$ cat src/rtl/alu_issue_stage.sv
`default_nettype none
// +--------------------------------------------------------------------------+
// | Module      : alu_issue_stage                                            |
// | Description : ID/EX stage feeding the 32-bit ALU. Decodes the ALU        |
// |               operation code, selects and (optionally) forwards the      |
// |               operands, and registers them behind a valid/ready          |
// |               handshake with stall and flush support.                    |
// | Options     : define ALU_ISSUE_FWD_EN to build the EX/MEM and MEM/WB     |
// |               forwarding network; without it the hazard unit stalls.     |
// | Revision    : 1.0 - initial release                                      |
// +--------------------------------------------------------------------------+
module alu_issue_stage #(
   parameter int XLEN   = 32,
   parameter int REG_AW = 5
) (
   input  logic              clk,
   input  logic              rst,
   input  logic              InValid,
   output logic              InReady,
   input  logic [XLEN-1:0]   PC,
   input  logic [31:0]       Instr,
   input  logic [XLEN-1:0]   RS1Data,
   input  logic [XLEN-1:0]   RS2Data,
   input  logic [XLEN-1:0]   Imm,
   input  logic [REG_AW-1:0] FwdRdEM,
   input  logic              FwdWeEM,
   input  logic [XLEN-1:0]   FwdDataEM,
   input  logic [REG_AW-1:0] FwdRdMW,
   input  logic              FwdWeMW,
   input  logic [XLEN-1:0]   FwdDataMW,
   input  logic              Flush,
   output logic              OutValid,
   input  logic              OutReady,
   output logic [XLEN-1:0]   S1,
   output logic [XLEN-1:0]   S2,
   output logic [3:0]        ControlUnit,
   output logic [REG_AW-1:0] RdOut,
   output logic              IllegalOp
);

   // RV32I major opcodes
   localparam logic [6:0] OPC_OP     = 7'b0110011;
   localparam logic [6:0] OPC_OP_IMM = 7'b0010011;
   localparam logic [6:0] OPC_LUI    = 7'b0110111;
   localparam logic [6:0] OPC_AUIPC  = 7'b0010111;
   localparam logic [6:0] OPC_LOAD   = 7'b0000011;
   localparam logic [6:0] OPC_STORE  = 7'b0100011;
   localparam logic [6:0] OPC_BRANCH = 7'b1100011;
   localparam logic [6:0] OPC_JAL    = 7'b1101111;
   localparam logic [6:0] OPC_JALR   = 7'b1100111;

   // Operand-1 source select
   localparam logic [1:0] S1_SEL_RS1  = 2'd0;
   localparam logic [1:0] S1_SEL_PC   = 2'd1;
   localparam logic [1:0] S1_SEL_ZERO = 2'd2;

   // Instruction fields
   logic [6:0]        opcode;
   logic [2:0]        f3;
   logic              f7b;
   logic [REG_AW-1:0] rs1_idx;
   logic [REG_AW-1:0] rs2_idx;
   logic [REG_AW-1:0] rd_idx;

   assign opcode  = Instr[6:0];
   assign f3      = Instr[14:12];
   assign f7b     = Instr[30];
   assign rs1_idx = REG_AW'(Instr[19:15]);
   assign rs2_idx = REG_AW'(Instr[24:20]);
   assign rd_idx  = REG_AW'(Instr[11:7]);

   // Pipeline registers
   logic              valid_q,   valid_d;
   logic [XLEN-1:0]   s1_q,      s1_d;
   logic [XLEN-1:0]   s2_q,      s2_d;
   logic [3:0]        cu_q,      cu_d;
   logic [REG_AW-1:0] rd_q,      rd_d;
   logic              illegal_q, illegal_d;

   // Decode / operand values
   logic [3:0]      dec_cu;
   logic            dec_illegal;
   logic [1:0]      dec_s1_sel;
   logic            dec_s2_rs2;
   logic [XLEN-1:0] rs1_val;
   logic [XLEN-1:0] rs2_val;
   logic [XLEN-1:0] op1;
   logic [XLEN-1:0] op2;
   logic            accept;
   logic            consume;

   // Unread instruction bits (funct7 apart from bit 30)
   logic unused_instr;
   assign unused_instr = ^{Instr[31], Instr[29:25]};

   assign InReady = !valid_q || OutReady;
   assign accept  = InValid && InReady;
   assign consume = valid_q && OutReady;

   // Opcode decode: ALU code, illegal flag and operand routing
   always_comb begin
      dec_cu      = 4'b0000;
      dec_illegal = 1'b0;
      dec_s1_sel  = S1_SEL_RS1;
      dec_s2_rs2  = 1'b0;
      case (opcode)
         OPC_OP: begin
            dec_cu     = {f7b, f3};
            dec_s2_rs2 = 1'b1;
         end
         // Bit 30 only distinguishes SRAI from SRLI among the immediate ops
         OPC_OP_IMM:                      dec_cu     = {f7b & (f3 == 3'b101), f3};
         OPC_LOAD, OPC_STORE, OPC_JALR:   dec_s1_sel = S1_SEL_RS1;
         OPC_AUIPC, OPC_BRANCH, OPC_JAL:  dec_s1_sel = S1_SEL_PC;
         OPC_LUI:                         dec_s1_sel = S1_SEL_ZERO;
         default:                         dec_illegal = 1'b1;
      endcase
   end

`ifdef ALU_ISSUE_FWD_EN
   // Bypass the register file from EX/MEM (youngest) then MEM/WB; x0 never bypassed
   always_comb begin
      rs1_val = RS1Data;
      rs2_val = RS2Data;
      if (rs1_idx != '0) begin
         if (FwdWeEM && (FwdRdEM == rs1_idx))      rs1_val = FwdDataEM;
         else if (FwdWeMW && (FwdRdMW == rs1_idx)) rs1_val = FwdDataMW;
      end
      if (rs2_idx != '0) begin
         if (FwdWeEM && (FwdRdEM == rs2_idx))      rs2_val = FwdDataEM;
         else if (FwdWeMW && (FwdRdMW == rs2_idx)) rs2_val = FwdDataMW;
      end
   end
`else
   // No bypass network: register-file data is used as-is, hazards are stalled upstream
   assign rs1_val = RS1Data;
   assign rs2_val = RS2Data;

   logic unused_fwd;
   assign unused_fwd = ^{FwdRdEM, FwdWeEM, FwdDataEM, FwdRdMW, FwdWeMW, FwdDataMW,
                         rs1_idx, rs2_idx};
`endif

   // Operand select
   always_comb begin
      op1 = rs1_val;
      case (dec_s1_sel)
         S1_SEL_PC:   op1 = PC;
         S1_SEL_ZERO: op1 = '0;
         default:     op1 = rs1_val;
      endcase
      op2 = dec_s2_rs2 ? rs2_val : Imm;
   end

   // Next slot: flush kills everything, accept loads, consume empties, else hold
   always_comb begin
      valid_d   = valid_q;
      s1_d      = s1_q;
      s2_d      = s2_q;
      cu_d      = cu_q;
      rd_d      = rd_q;
      illegal_d = illegal_q;
      if (Flush) begin
         valid_d   = 1'b0;
         illegal_d = 1'b0;
      end else if (accept) begin
         valid_d   = 1'b1;
         s1_d      = op1;
         s2_d      = op2;
         cu_d      = dec_cu;
         rd_d      = rd_idx;
         illegal_d = dec_illegal;
      end else if (consume) begin
         valid_d   = 1'b0;
         illegal_d = 1'b0;
      end
   end

   // Slot registers with asynchronous reset
   always_ff @(posedge clk or posedge rst) begin
      if (rst) begin
         valid_q   <= 1'b0;
         s1_q      <= '0;
         s2_q      <= '0;
         cu_q      <= 4'b0000;
         rd_q      <= '0;
         illegal_q <= 1'b0;
      end else begin
         valid_q   <= valid_d;
         s1_q      <= s1_d;
         s2_q      <= s2_d;
         cu_q      <= cu_d;
         rd_q      <= rd_d;
         illegal_q <= illegal_d;
      end
   end

   assign OutValid    = valid_q;
   assign S1          = s1_q;
   assign S2          = s2_q;
   assign ControlUnit = cu_q;
   assign RdOut       = rd_q;
   assign IllegalOp   = illegal_q;

endmodule
`default_nettype wire

$ cat config.mk
export PLATFORM = sky130hd
export DESIGN_NAME = alu_issue_stage
export DESIGN_NICKNAME = d
export VERILOG_FILES = /design/src/rtl/alu_issue_stage.sv
export SDC_FILE = /design/constraint.sdc
export NUM_CORES = 1
export LEC_CHECK = 0
export ABC_AREA = 1
export CAP_MARGIN = 20
export CORE_AREA = 2 2 123 125
export DETAILED_ROUTE_END_ITERATION = 8
export DIE_AREA = 0 0 125 127
export PLACE_DENSITY = 0.69
export SYNTH_ARGS = -nofsm -noshare
export SYNTH_HDL_FRONTEND = slang
export SYNTH_SLANG_ARGS = --single-unit
$ cat constraint.sdc
create_clock -name clk -period 2.5 [get_ports clk]
set_input_delay 0.25 -clock clk [delete_from_list [all_inputs] [get_ports clk]]
set_output_delay 0.25 -clock clk [all_outputs]
set_load 0.02 [all_outputs]
==> reports/qor.txt <==
Status -> completed
Leakage power -> 3.182 nW
EDFF count, synth -> 0
Crit Path Category -> in2reg
Setup Viol. Count Final -> 0
Synth top area share -> 0.4769
Synth Warn # -> 0
Routability cong. -> 0.7861
#FFs+latches synth -> 75
CP peak stage delay -> 0.45 ns
# hold bufs at CTS -> 0
FP Rows -> 44
Inserted Clock Buffers -> 9
CP max-delay cell -> clkdlybuf4s50_1
Initial Utilization -> 0.2728
Final Max Slew Viols -> 0
Maximum number of pins on one net before global-route repair -> 76
Area contributors post-synth -> dfrtp_1 (48%), nand2_1 (16%), nand3_1 (13%), inv_1 (7.0%), a31oi_1 (5.1%)
Area grow syn2layout -> 69.79%
Share of the yosys chip area belonging to registers -> 0.4769
Power per Cell Area -> 578.2 mW/mm2
First-pass GRT wire length -> 20.72 mm
Max cap viols -> 0
Nature of the critical path startpoint -> input port
Non-filler cells, final -> 942
Vias in the first global route -> 4135
Post-CTS sizing -> 0
Initial DRT Pass Iterations -> 6
DP Area -> 0.006420 mm2
Top Family by Delay on Critical Path -> simple AND/OR/NAND/NOR gates
Worst path bufs/invs -> 3
Die width -> 125 um
Tightest Pin Transition -> 0.5313 ns
DR vias -> 4170
Post-Layout Inst Area -> 0.006681 mm2
DR DRC count -> 0
Post-synth top flop -> dfrtp_1
Mapped Nets -> 780
CTS clk-pin slew, worst paths -> 0.06 ns
Drt initial violations -> 150
Ys async rst share -> 1.000
Die area -> 0.01588 mm2
Routed vias/inst -> 4.427
Total grt overflow -> 0
N_diodes -> 0
Worst-Skew Late Latency -> 0.34 ns
Total Routing Usage GR -> 0.1637
Reg2Reg Setup Slack -> 1.01 ns
Setup_tns -> 0 ns
Share of cells above drive strength 1 -> 0.04881
Bufs on Longest Clock Path -> 2
Post-Syn Area per Cell -> 7.314 um2
Number of setup buffers added after CTS -> 0
Drt wl/cell -> 13.57 um
Critical Path Most Common Cell -> nand2_1
Hold Fails Final Rpt -> 0
Cells after Synth -> 538
Yosys top cell by area -> dfrtp_1
R2R Path End -> S1[29]$_DFFE_PP0P_
Ports -> 317
CTS sink count -> 75
Fin nets -> 996
Root Buffer -> clkbuf_16
Arr. time, crit path -> 2.24 ns
Core Area -> 0.01442 mm2
Hold Path Class -> in2async
IO buf count -> 224
Clock Skews -> 0.006248 ns
Worst Setup SP -> Instr[1]
Antenna Nets Post-Route -> 0
Final period util -> 0.7910
Minimum clock period -> 1.977 ns
Synthesized cell area -> 0.003935 mm2
Crit end category -> register
Unrepaired setup endpoints after global routing -> false
Count leader, synth -> nand2_1
Cells on worst reg2reg path -> 6
Final HPWL DP -> 9.316 mm
Worst-path cell chain -> clkdlybuf4s50_1, nand2_1, nor3_1, nand2_1, nand2_1, ha_1, inv_1, buf_12, nand3_1, a31oi_1
Worst-path fanout max -> 32
CTS tree -> built
Critical path required time -> 2.76 ns
Max frequency -> 505.7 MHz
Reg2reg start -> OutValid$_DFFE_PP0P_
# H-tree levels -> 3
Initial antenna violation count -> 0
Most instantiated cells after synthesis -> nand2_1 (168), nand3_1 (103), dfrtp_1 (75), inv_1 (73), nor2_1 (38)
Synth unique cells -> 18
Rel. slew slack -> 0.6449
Routed WL -> 12.78 mm
Maximum VDD drop -> 279.5 uV
Chip Height -> 127 um
DP Cell Count -> 927
[how the worst max path moves through the flow]
stage / to / cells after the start
3_3_place_gp: S1[10]$_DFFE_PP0P_ / 9
2_1_floorplan: ControlUnit[0]$_DFFE_PP0P_ / 1
4_1_cts: S1[6]$_DFFE_PP0P_ / 10
3_5_place_dp: S1[6]$_DFFE_PP0P_ / 10
5_1_grt: S1[10]$_DFFE_PP0P_ / 9
6_report: S1[10]$_DFFE_PP0P_ / 10
[stage by stage]
step | hold WS (ns) | setup WS (ns) | total power [mW] | util
after floorplan | 0.3618 | 0.3400 | 2.009 | -
after CTS | 0.3384 | 0.5149 | 3.916 | 0.4632
after global routing | 0.3592 | 0.3836 | 4.080 | 0.4632
after detailed placement | 0.4612 | 0.1698 | 2.714 | 0.4451
after global placement | 0.4541 | 0.1885 | 2.703 | 0.4451
final | 0.3188 | 0.5226 | 3.863 | 0.4632
[cell families after synthesis]
family,synth area share
compound gates,0.05723
flops,0.4769
buf+inv,0.1231
simple gates,0.3396
fa+ha+maj,0.003179
[registers in the layout (all words and copies together), names as in the netlist]
| name | cells |
|---|---|
| S1 | 32 |
| OutValid | 1 |
| IllegalOp | 1 |
| RdOut | 5 |
| S2 | 32 |
| ControlUnit | 4 |
[cell usage in the layout (no fill, tap or decap), types with 2 or more instances in the layout]
cell             instances
a31oi_1                 32
buf_12                   7
buf_4                    8
clkbuf_1                 2
clkbuf_16                9
clkdlybuf4s50_1        224
clkinv_2                 4
dfrtp_1                 75
inv_1                   72
inv_2                    3
nand2_1                168
nand3_1                102
nor2_1                  38
nor2_4                   3
o21ai_0                  5
[routing by layer]
metal / track usage / wire length, um / vias to the layer above
li1: - / - / 2125
met1: 0.2002 / 5406 / 1864
met2: 0.2682 / 6051 / 171
met3: 0.07119 / 1208 / 10
met4: 0.03856 / 113 / 0
met5: 0 / 0 / -
[power breakdown]
part	internal [mW]	switching, mW
Combinational	0.632	0.567
Sequential	1.39	0.0909
Clock	0.689	0.494
Total	2.71	1.15
[worst min-delay path, delay by kind of cell]
family	cells	cell delay, ns
buffers and inverters	3	0.83
[area by class of cell]
class	count	area [um2]
Fill cell	1459	7742
Timing Repair Buffer	239	2442
Sequential cell	75	1877
Multi-Input combinational cell	353	1584
Inverter	76	286.5
Clock buffer	12	246.5
Tap cell	184	230.2
Clock inverter	3	15.01
(Power assumes the default switching activity.)
